`src/rtl/cpu_pkg.sv`:
```
`default_nettype none
// ============================================================================
//  Module      : cpu_pkg
//  Description : Shared widths, ALU op codes, branch codes and a branch
//                condition helper for the 16-bit pipelined processor.
//  Revision    : 1.0  initial release
// ============================================================================
package cpu_pkg;

    localparam int DATA_W = 16;
    localparam int ADDR_W = 8;
    localparam int REG_W  = 4;

    typedef logic [DATA_W-1:0] data_t;
    typedef logic [ADDR_W-1:0] addr_t;
    typedef logic [REG_W-1:0]  reg_idx_t;

    // ALU operation select
    localparam logic [1:0] ALU_ADD = 2'b00;
    localparam logic [1:0] ALU_SUB = 2'b01;
    localparam logic [1:0] ALU_AND = 2'b10;
    localparam logic [1:0] ALU_OR  = 2'b11;

    // Branch type select
    localparam logic [1:0] BR_NONE = 2'b00;
    localparam logic [1:0] BR_BEQZ = 2'b01;
    localparam logic [1:0] BR_BNEZ = 2'b10;
    localparam logic [1:0] BR_JMP  = 2'b11;

    // Branch condition evaluated on operand A only.
    function automatic logic branch_cond(input logic [1:0] br, input data_t a);
        logic r;
        case (br)
            BR_BEQZ: r = (a == '0);
            BR_BNEZ: r = (a != '0);
            BR_JMP:  r = 1'b1;
            default: r = 1'b0;
        endcase
        return r;
    endfunction

endpackage
`default_nettype wire

```
`src/rtl/execute_if.sv`:
```
`default_nettype none
// ============================================================================
//  Module      : execute_if
//  Description : Decode-to-execute operand/control bundle and the execute
//                stage's write-back / branch results.
//                master : decode side (drives operands, receives results)
//                slave  : execute stage
//  Revision    : 1.0  initial release
// ============================================================================
interface execute_if;
    import cpu_pkg::*;

    // decode -> execute
    data_t      do1;
    data_t      do2;
    data_t      imm;
    addr_t      disp8;
    addr_t      nxtadrsrr;
    reg_idx_t   dest;
    logic [1:0] alucnt;
    logic       sel;
    logic       wes;
    logic [1:0] branchs;

    // execute -> decode / fetch
    data_t      wdata_w;
    reg_idx_t   dest_w;
    logic       we_w;
    logic       bj;
    addr_t      tgt;
    logic       zf;
    logic [15:0] retired;

    modport master (
        output do1, do2, imm, disp8, nxtadrsrr, dest, alucnt, sel, wes, branchs,
        input  wdata_w, dest_w, we_w, bj, tgt, zf, retired
    );

    modport slave (
        input  do1, do2, imm, disp8, nxtadrsrr, dest, alucnt, sel, wes, branchs,
        output wdata_w, dest_w, we_w, bj, tgt, zf, retired
    );

endinterface
`default_nettype wire

```
`src/rtl/alu_16.sv`:
```
`default_nettype none
// ============================================================================
//  Module      : alu_16
//  Description : Combinational 16-bit ALU, wrapping arithmetic, no carry out.
//  Ports       : a, b (operands), op (ALU_* code) -> y (result)
//  Revision    : 1.0  initial release
// ============================================================================
module alu_16
    import cpu_pkg::*;
(
    input  data_t      a,
    input  data_t      b,
    input  logic [1:0] op,
    output data_t      y
);

    always_comb begin
        y = '0;
        case (op)
            ALU_ADD: y = a + b;
            ALU_SUB: y = a - b;
            ALU_AND: y = a & b;
            ALU_OR:  y = a | b;
            default: y = '0;
        endcase
    end

endmodule
`default_nettype wire

```
`src/rtl/execute.sv`:
```
`default_nettype none
// ============================================================================
//  Module      : execute
//  Description : Execute stage. Computes the ALU result, registers the
//                write-back triple, resolves branches and holds bj high for
//                FLUSH_CYCLES cycles after a taken branch, during which the
//                incoming instructions are treated as bubbles.
//  Ports       : clk  - clock, rising edge
//                rst  - synchronous active-low reset
//                ex   - execute_if.slave (operands in, results out)
//  Revision    : 1.0  initial release
// ============================================================================
module execute
    import cpu_pkg::*;
#(
    parameter int FLUSH_CYCLES = 2   // legal range 1..3
) (
    input  wire logic clk,
    input  wire logic rst,
    execute_if.slave  ex
);

    data_t       w_opb;
    data_t       w_alu;
    logic        w_valid;
    logic        w_taken;

    data_t       r_wdata;
    reg_idx_t    r_dest;
    logic        r_we;
    addr_t       r_tgt;
    logic        r_zf;
    logic [15:0] r_retired;
    logic [1:0]  r_flush_cnt;

    assign w_opb = ex.sel ? ex.imm : ex.do2;

    alu_16 u_alu (
        .a  (ex.do1),
        .b  (w_opb),
        .op (ex.alucnt),
        .y  (w_alu)
    );

    // While flushing, wes/branchs are ignored here regardless of whether
    // decode has already squashed them.
    assign w_valid = (r_flush_cnt == 2'd0);
    assign w_taken = w_valid && branch_cond(ex.branchs, ex.do1);

    always_ff @(posedge clk) begin
        if (!rst) begin
            r_wdata     <= '0;
            r_dest      <= '0;
            r_we        <= 1'b0;
            r_tgt       <= '0;
            r_zf        <= 1'b0;
            r_retired   <= '0;
            r_flush_cnt <= 2'd0;
        end else begin
            r_wdata <= w_alu;
            r_dest  <= ex.dest;
            r_we    <= ex.wes & w_valid;

            if (ex.wes && w_valid) begin
                r_zf <= (w_alu == '0);
            end

            if (w_valid) begin
                r_retired <= r_retired + 16'd1;
            end

            if (w_taken) begin
                r_flush_cnt <= 2'(FLUSH_CYCLES);
                r_tgt       <= ex.nxtadrsrr + ex.disp8;
            end else if (!w_valid) begin
                r_flush_cnt <= r_flush_cnt - 2'd1;
            end
        end
    end

    assign ex.wdata_w = r_wdata;
    assign ex.dest_w  = r_dest;
    assign ex.we_w    = r_we;
    assign ex.tgt     = r_tgt;
    assign ex.zf      = r_zf;
    assign ex.retired = r_retired;
    // bj decodes straight from the counter register: no input-to-bj path.
    assign ex.bj      = (r_flush_cnt != 2'd0);

endmodule
`default_nettype wire

```
`src/flat_wrapper.sv`:
```
// flat-port wrapper written by rule: the top's interface ports become plain ports
module execute_flat import cpu_pkg::*;
#(
    parameter int FLUSH_CYCLES = 2                      
)
  (clk, rst, ex_do1, ex_do2, ex_imm, ex_disp8, ex_nxtadrsrr, ex_dest, ex_alucnt, ex_sel, ex_wes, ex_branchs, ex_wdata_w, ex_dest_w, ex_we_w, ex_bj, ex_tgt, ex_zf, ex_retired);
  execute_if ex_i ();
  input  wire logic clk;
  input  wire logic rst;
  input wire logic [$bits(ex_i.do1)-1:0] ex_do1;
  input wire logic [$bits(ex_i.do2)-1:0] ex_do2;
  input wire logic [$bits(ex_i.imm)-1:0] ex_imm;
  input wire logic [$bits(ex_i.disp8)-1:0] ex_disp8;
  input wire logic [$bits(ex_i.nxtadrsrr)-1:0] ex_nxtadrsrr;
  input wire logic [$bits(ex_i.dest)-1:0] ex_dest;
  input wire logic [$bits(ex_i.alucnt)-1:0] ex_alucnt;
  input wire logic [$bits(ex_i.sel)-1:0] ex_sel;
  input wire logic [$bits(ex_i.wes)-1:0] ex_wes;
  input wire logic [$bits(ex_i.branchs)-1:0] ex_branchs;
  output wire logic [$bits(ex_i.wdata_w)-1:0] ex_wdata_w;
  output wire logic [$bits(ex_i.dest_w)-1:0] ex_dest_w;
  output wire logic [$bits(ex_i.we_w)-1:0] ex_we_w;
  output wire logic [$bits(ex_i.bj)-1:0] ex_bj;
  output wire logic [$bits(ex_i.tgt)-1:0] ex_tgt;
  output wire logic [$bits(ex_i.zf)-1:0] ex_zf;
  output wire logic [$bits(ex_i.retired)-1:0] ex_retired;
  assign ex_i.do1 = ex_do1;
  assign ex_i.do2 = ex_do2;
  assign ex_i.imm = ex_imm;
  assign ex_i.disp8 = ex_disp8;
  assign ex_i.nxtadrsrr = ex_nxtadrsrr;
  assign ex_i.dest = ex_dest;
  assign ex_i.alucnt = ex_alucnt;
  assign ex_i.sel = ex_sel;
  assign ex_i.wes = ex_wes;
  assign ex_i.branchs = ex_branchs;
  assign ex_wdata_w = ex_i.wdata_w;
  assign ex_dest_w = ex_i.dest_w;
  assign ex_we_w = ex_i.we_w;
  assign ex_bj = ex_i.bj;
  assign ex_tgt = ex_i.tgt;
  assign ex_zf = ex_i.zf;
  assign ex_retired = ex_i.retired;
  execute #(.FLUSH_CYCLES(FLUSH_CYCLES)) u_core (.clk(clk), .rst(rst), .ex(ex_i));
endmodule
```
`config.mk`:
```
export PLATFORM = sky130hd
export DESIGN_NAME = execute_flat
export DESIGN_NICKNAME = d
export VERILOG_FILES = /design/src/rtl/cpu_pkg.sv /design/src/rtl/execute_if.sv /design/src/rtl/alu_16.sv /design/src/rtl/execute.sv /design/src/flat_wrapper.sv
export SDC_FILE = /design/constraint.sdc
export NUM_CORES = 1
export LEC_CHECK = 0
export ABC_AREA = 1
export ABC_CLOCK_PERIOD_IN_PS = 4100
export BUFFER_PORTS_ARGS = -buffer_cell sky130_fd_sc_hd__buf_2
export CORE_UTILIZATION = 53
export DETAILED_ROUTE_END_ITERATION = 6
export GPL_TIMING_DRIVEN = 0
export PLACE_DENSITY = 0.92
export SETUP_SLACK_MARGIN = 0.2
export SLEW_MARGIN = 10
export SYNTH_ARGS = -nofsm -noshare
export SYNTH_HDL_FRONTEND = slang
export SYNTH_SLANG_ARGS = --single-unit
```
`constraint.sdc`:
```
create_clock -name clk -period 4.1 [get_ports clk]
set_input_delay 0.41 -clock clk [delete_from_list [all_inputs] [get_ports clk]]
set_output_delay 0.41 -clock clk [all_outputs]
set_load 0.05 [all_outputs]
```
# Yosys cells after proc, flatten, opt, wreduce, memory -nomap -nowiden
# Cells that the tools add are included.
dict set report word_totals {
  regBits 48
  input_bits 76
  output_inout_bits 47
  word_cells 38
}
dict set report op_classes {
  addsub 5
  n_eq_ne 7
  mux 5
  n_bitwise 4
  reduce_logical 9
}
# cell count
set op_table {}
lappend op_table {{16-bit one-hot mux with 4 select lines} 1}
lappend op_table {{16-bit logical NOT} 2}
lappend op_table {{16-bit by 1-bit adder with 16-bit output, second input constant} 1}
lappend op_table {{16-bit adder} 1}
lappend op_table {{16-bit bitwise AND} 1}
lappend op_table {{16-bit 2-to-1 mux} 1}
lappend op_table {{16-bit OR} 1}
lappend op_table {{16-bit nonzero test} 1}
lappend op_table {{16-bit subtractor} 1}
lappend op_table {{8-bit adder} 1}
lappend op_table {{2-bit == test, second input constant} 4}
lappend op_table {{2-bit by 1-bit == test with 1-bit output, second input constant} 2}
lappend op_table {{2-bit logical NOT} 2}
lappend op_table {{2-bit 2-to-1 mux} 2}
lappend op_table {{1-bit one-hot mux with 3 select lines} 1}
lappend op_table {{1-bit logical AND} 2}
lappend op_table {{2-bit != test, second input constant} 1}
lappend op_table {{2-bit nonzero test} 1}
lappend op_table {{2-bit OR reduction} 1}
lappend op_table {{2-bit by 1-bit subtractor with 2-bit output, second input constant} 1}
lappend op_table {{1-bit bitwise AND} 1}
lappend op_table {{1-bit inverter} 1}

# Longest topological paths before layout
# Gate-level depths: netlist of the first run.
dict set report logic_depth {
  ltp_word 4
  ltp_mapped 28
  ltp_nobuf 26
}

# Cells and area by module
# A second synthesis of the first run with hierarchy kept.
dict set report unflattened {
  hier_cells 634
  area_unflattened_um2 4108.9
}
# module n_inst cells_each area_each_um2 seq_area_each_um2
set by_module_without_submodules {}
lappend by_module_without_submodules {execute 1 337 2524.9 960.9}
lappend by_module_without_submodules {alu_16 1 297 1584.0 0.0}

# Worst setup path after synthesis of the first run
# OpenSTA, ideal clock, no wires.
dict set report synth_timing {
  path_type {in2reg}
  start {input port ex_sel}
  end {register u_core.r_zf, in the netlist u_core.ex.zf}
  setup_ns 0.065
  arrival_ns 3.181
  required_time_ns 4.035
  setup_slack_ns 0.854
  stages 27
  n_path_buf 2
  cell_sequence {buf_6 inv_8 buf_12 nand2_4 nand2_2 inv_1 ha_1 nand2_1 nor2_1 nand3_1 o41ai_2 nand2_1 xor2_1 ha_1 nand2_1 inv_1 nand2_1 nand2_1 a21oi_1 nand3_1 nand3_1 nand2_1 nor2_1 nand4_1 nor2_1 nor2_1 nor2_1}
}
dict set report synth_via {
  elab_chain_len 4
  elab_cells_between_ends 7
  classes_between {2 x add/sub; 2 x mux; 2 x bitwise; 1 x reduce/logical}
}
# item line_no
set synth_rtl {}
lappend synth_rtl {{start, declared} flat_wrapper.sv:17} ;# input wire logic [$bits(ex_i.sel)-1:0] ex_sel;
lappend synth_rtl {{16-bit 2-to-1 mux *} execute.sv:36} ;# assign w_opb = ex.sel ? ex.imm : ex.do2;
lappend synth_rtl {{16-bit subtractor (tied with other cells)} alu_16.sv:21} ;# ALU_SUB: y = a - b;
lappend synth_rtl {{16-bit one-hot mux with 4 select lines *} alu_16.sv:19} ;# case (op)
lappend synth_rtl {{16-bit logical NOT *} execute.sv:65} ;# r_zf <= (w_alu == '0);
lappend synth_rtl {{end signal, assigned} execute.sv:65}
lappend synth_rtl {{end, declared} execute.sv:32} ;# logic r_zf;
# Mark *: on every way between the ends. The rest lies on a longest branch, timed or not.
# A chain may end at the register's enable or synchronous reset.

# Worst setup path after layout of the first run
# Ends and elaborated chain as after synthesis.

==> run metrics, run 1 <==
status finished, final reports clean; worst-path fanout max 10; Die Wd 90.3 µm; simple-gate portion of the synthesized area 36.6%; row count 31; critical path startpoint category input port; clock-pin slew on the worst setup and hold paths 90 ps; vias per cell 5.29; DR pass1 iterations 5; setup_tns 0 ps; Crit. End Element flop; Synth top cells by count nand2_1 (174), inv_1 (119), nor2_1 (64); xor/xnor share of the synthesized area 3.81%; routed vias 4,763; normalized max-slew margin 64.9%; Clock Path Buffers 2; fin crit period 3530 ps; diode count 0; CP Data Required Time 4350 ps; GRT Total Usage 29.4%; Max Freq 0.283 GHz; IO Port Bufs 120; skew final 7.78 ps; synthesis-to-finish area growth 20.8%; Synth Area in Compound Gates 13.5%; layout cells sized above 1 21.6%; Routed WL 11,800 µm; multiplexer share of the synthesized area 0%; VDD IR-drop max 223 µV; die height 90.3 µm; Tcrit/Tclk final 86.2%; Worst EP arrival 3780 ps; Syn Area/Cell 6.15 µm²; routed length per instance 13.1 µm; post-synth top area cell dfxtp_1; Worst-Margin Slew 526 ps; largest net degree at the start of global routing 16; io pins 123; first-pass GRT wire length 20,000 µm; Slew Limit Fails 0; Synth Flop Type dfxtp_1; asr flop ratio synth 0%; cell with the most instances after synthesis nand2_1; Routed Antenna Nets 0; Cell Pwr Density 321 nW/µm²; final setup fails 0; fin area 5000 µm²; Yosys warnings 0; worst skew pair latency 310 ps; adder-cell share of the synthesized area 9.10%; drt drc 0; Die ar. 8160 µm²; top-area cell type share of the netlist area 23.2%; Hold Violations, Final 0; EDFF count, synth 0; initial core utilization 55.8%; gr ovfl total 0; vias in the first global route 4,531; Post-Synthesis Cells 673; Setup CP Type input port to flop; Crit path top cell by count nor2_1; clk sinks 48; max_cap viols 0; Final nets 904; routability cong. 0.924; placed inst area 4860 µm²; Layout Utilization 67.5%; CP peak stage delay 410 ps; LEAKAGE 2.79 nW; count of cell types in the netlist 49; Seq cells post-synth 48; Iter 0 DRT Violations 349; Min-Delay Path Class input port to flop; WP buf/inv 5; top cells by area, synth dfxtp_1 (23%), nand2_1 (16%), inv_1 (11%); RSZ-0062 raised after global routing false; DPL Wire Length 9600 µm; Mapped Area 4140 µm²; initial antenna violation count 0; sequential cell area fraction in the yosys report 23.2%; Setup Fix Bufs, Post-CTS 0; Num CTS Buffers 5; H-tree levels 2; clk root buf clkbuf_8; slowest CP cell ha_2; Core ar. 7410 µm²; syn_nets 777; hold_ws 284 ps; CTS tree yes; main combinational cell family by area after synthesis simple AND/OR/NAND/NOR gates; Crit path max-delay family simple AND/OR/NAND/NOR gates; Final Total Pwr 1.61 mW
==> worst paths after layout <==
kind / endpoint / slack (ps) / startpoint / cells past startpoint
hold reg to reg: u_core.ex.tgt[0]$_SDFFE_PN0P_ / 490 / u_core.ex.tgt[0]$_SDFFE_PN0P_ / 2
setup reg to reg: u_core.ex.retired[14]$_SDFFE_PN0N_ / 2210 / u_core.ex.retired[0]$_SDFFE_PN0N_ / 8
hold / removal: u_core.ex.dest_w[3]$_SDFF_PN0_ / 280 / ex_dest[3] / 3
setup / recovery: u_core.ex.zf$_SDFFE_PN0P_ / 570 / ex_sel / 25
==> through the flow <==
stage / setup WS (ps) / instances
3_3_place_gp: 414 / 892
5_1_grt: 202 / 900
4_1_cts: 570 / 900
3_5_place_dp: 254 / 892
6_report: 567 / 900
2_1_floorplan: 854 / 673
==> metal layers <==
layer / vias up / share of wire (%) / global-route usage [%]
li1: 2394 / - / -
met5: - / 0 / 0
met4: 0 / 3.2 / 12.6
met2: 210 / 48 / 51.5
met1: 2124 / 43 / 36.2
met3: 35 / 6.3 / 3.62
==> layout by cell type, fill, tap and decap left out, drive strengths merged, types with 2 or more instances in the layout <==
cell,instances
ha,26
xnor2,4
buf,129
nor3,14
xor2,14
inv,122
nor4,6
nand2,188
nand3b,2
a21oi,47
o211ai,2
clkbuf,10
nand3,39
nand4,12
nor2,71
clkinv,2
o21bai,3
fa,2
dfxtp,48
o21ai,41
o21a,3
or2,5
==> layout make-up <==
type,count,area [µm²]
plain buffers,13,97.6
clock buffers,6,82.6
clock inverters,2,38.8
fillers,641,2410
inverters,123,469
multi-input cells,489,2630
flip-flops and latches,48,961
well taps,99,124
repair buffers,120,601
==> tightest hold or removal path: stages <==
cell     delay, ps
buf_2           70
nand2_1         40
inv_1           40
==> power by group <==
part | internal (mW) | switching (mW) | total (mW) | leakage, nW
Sequential | 0.503 | 0.0171 | 0.520 | 0.395
Combinational | 0.228 | 0.493 | 0.720 | 2.33
Clock | 0.200 | 0.166 | 0.366 | 0.0614
Total | 0.930 | 0.676 | 1.61 | 2.79
==> sequential cells by signal, indices dropped and copies added (netlist names) <==
name	flops
u_core.ex.wdata_w	16
u_core.ex.retired	16
u_core.ex.we_w	1
u_core.ex.zf	1
u_core.r_flush_cnt	2
u_core.ex.dest_w	4
u_core.ex.tgt	8
==> kinds of logic after synthesis <==
| kind of cell | Yosys count |
|---|---|
| AND/OR/NAND/NOR | 340 |
| buffers and inverters | 136 |
| AO/OA/AOI/OAI | 102 |
| flip-flops | 48 |
| adder cells (fa/ha/maj) | 29 |
| XOR/XNOR | 18 |
==> what timing repair did <==
action                     in CTS  in global routing
hold buffers                    0                  0
gates resized for setup         0                  3
setup endpoints to repair       0                  1
No activity file was read; power rests on OpenSTA's default activity.
==> run 2, diff against run 1 <==
CAP_MARGIN = 20   (was unset)
REMOVE_ABC_BUFFERS = 1   (was unset)
==> run 2 against run 1 <==
  * Combinational power is essentially flat
  * Via count shrank 1.1%
  * Critical path type unchanged
  * Total power grew 2.7%
  * Largest cell class unchanged
  * Wire length grew 1.9%
  * Maximum frequency shrank 1.8%
  * Critical endpoint unchanged
  * Global-route usage shrank 0.26 points
  * Sequential power is essentially flat
==> run metrics, run 2 (synthesized netlist as in run 1, its figures left out) <==
status finished, final reports clean; DR pass1 iterations 5 (unchanged); diode count 0 (unchanged); Clock Path Buffers 2 (unchanged); VDD IR-drop max 236 µV (+5.5%); largest net degree at the start of global routing 28 (+12); register area 961 µm² (unchanged); most frequent cells in the layout nand2_1 (174), buf_2 (121), inv_1 (119); row count 31 (unchanged); Inst Count DP 881 (-1.2%); IO Port Bufs 122 (+1.7%); H-tree levels 2 (unchanged); worst setup path start ex_sel; RSZ-0062 raised after global routing false; clock-pin slew on the worst setup and hold paths 90 ps (about the same); max_cap viols 0 (unchanged); die height 90.3 µm (unchanged); hold path endpoint u_core.ex.dest_w[0]$_SDFF_PN0_; fin crit period 3600 ps (+66.6 ps); Core ar. 7410 µm² (unchanged); Hold Violations, Final 0 (unchanged); Max Freq 0.278 GHz (-1.8%); layout cells sized above 1 21.1% (-0.46 points); worst-path fanout max 17 (+7); first-pass GRT wire length 19,300 µm (-3.3%); worst skew pair latency 300 ps (about the same); clk sinks 48 (unchanged); Crit. End Element flop; vias per cell 5.30 (+0.13%); normalized max-slew margin 44.5% (-20 points); drt drc 0 (unchanged); setup_tns 0 ps (unchanged); initial antenna violation count 0 (unchanged); Tcrit/Tclk final 87.8% (+1.6 points); FF-to-FF Start u_core.r_flush_cnt[1]$_SDFFE_PN0P_; routability cong. 0.956 (+3.5%); Routed Antenna Nets 0 (unchanged); Setup Fix Bufs, Post-CTS 0 (unchanged); multi-input logic area 2630 µm² (+0.29%); skew final 9.26 ps (+1.48 ps); Cell Pwr Density 334 nW/µm² (+3.9%); Num CTS Buffers 5 (unchanged); Setup CP Type input port to flop; clk root buf clkbuf_8; Min-Delay Path Class input port to flop; CTS tree yes; critical path startpoint category input port; Die ar. 8160 µm² (unchanged); hold_sp ex_dest[0]; Routed WL 12,000 µm (+1.9%); synthesis-to-finish area growth 19.4%; gr ovfl total 0 (unchanged); setup slack, reg-to-reg 2210 ps (about the same); r2r endpoint u_core.ex.retired[15]$_SDFFE_PN0N_; R2R cell count 12 (+4); Final nets 893 (-1.2%); most common cell after layout, fill and taps aside nand2_1; initial core utilization 55.8% (unchanged); vias in the first global route 4,226 (-6.7%); routed vias 4,711 (-1.1%); io pins 123 (unchanged); Die Wd 90.3 µm (unchanged); Final Non-Filler Cells 889 (-1.2%); Iter 0 DRT Violations 348 (-0.29%); Fill cells 686 (+7.0%); Hold Crit Depth 3 (unchanged); CP Data Required Time 4310 ps (-40 ps); DPL Wire Length 9640 µm (+0.46%); Worst-Margin Slew 832 ps (+306 ps); GRT Total Usage 29.2% (-0.26 points); LEAKAGE 2.76 nW (-1.0%); Worst EP arrival 3810 ps (+30 ps); routed length per instance 13.5 µm (+3.2%); Slew Limit Fails 0 (unchanged); final setup fails 0 (unchanged)
run 2: how the worst max path moves through the flow:
stage | endpoint | slack [ps] | depth (start not counted)
floorplan | u_core.ex.zf$_SDFFE_PN0P_ | 1090 | 25
global placement | u_core.ex.zf$_SDFFE_PN0P_ | 110 | 24
detailed placement | u_core.ex.zf$_SDFFE_PN0P_ | 6 | 24
CTS | u_core.ex.zf$_SDFFE_PN0P_ | 290 | 24
global route | u_core.ex.zf$_SDFFE_PN0P_ | 260 | 26
finish | u_core.ex.zf$_SDFFE_PN0P_ | 500 | 24
run 2: through the flow:
| stage | setup slack [ps] | hold WS [ps] | total power, mW | cell area [µm²] | utilization (%) |
|---|---|---|---|---|---|
| after global routing | 257 | 297 | 1.75 | 4940 | 66.7 |
| after detailed placement | 6.09 | 472 | 1.23 | 4770 | 64.4 |
| after global placement | 115 | 454 | 1.21 | 4770 | 64.4 |
| after CTS | 292 | 275 | 1.64 | 4910 | 66.3 |
| after floorplan | 1090 | 471 | 1.04 | 4040 | - |
| final | 500 | 281 | 1.65 | 4940 | 66.7 |
run 2: cell type report:
type                            count  share of cell area (%)
Multi-Input combinational cell    489                    53.3
Sequential cell                    48                    19.4
Timing Repair Buffer              122                    12.5
Inverter                          123                    9.50
Tap cell                           99                    2.51
Clock buffer                        5                    1.39
Clock inverter                      3                    1.39
run 2: routing by layer:
layer  track usage (%)  vias up  share of wire, %
met3              3.03       26               6.7
met2              51.7      219                48
met5                 0        -                 0
met4              9.41        0               2.4
li1                  -     2367                 -
met1              36.9     2099                43
run 2: worst max-delay path: stages:
cell,delay (ps)
buf_6,180
inv_8,90
nand2_4,60
nand2_2,80
inv_1,110
ha_1,170
nand2_1,60
nor2_1,140
nand3_2,140
o41ai_4,410
xor2_1,140
ha_1,390
nand2_1,200
nor2_4,170
nand4_1,190
nand3_1,120
nand2_1,60
nand3_1,110
nand2_1,90
nor2_1,110
nand4_1,120
nor2_1,110
nor2_1,50
nor2_1,80
run 2: where the power goes:
group / switching, mW / leakage, nW / internal, mW
registers: 0.0186 / 0.395 / 0.503
clock network: 0.163 / 0.0687 / 0.246
logic: 0.499 / 2.29 / 0.220
total: 0.681 / 2.76 / 0.969
run 2: timing repair:
action                                  CTS  global route
hold buffers                              0             0
endpoints found under the setup margin    0             1
resized for setup                         0             7
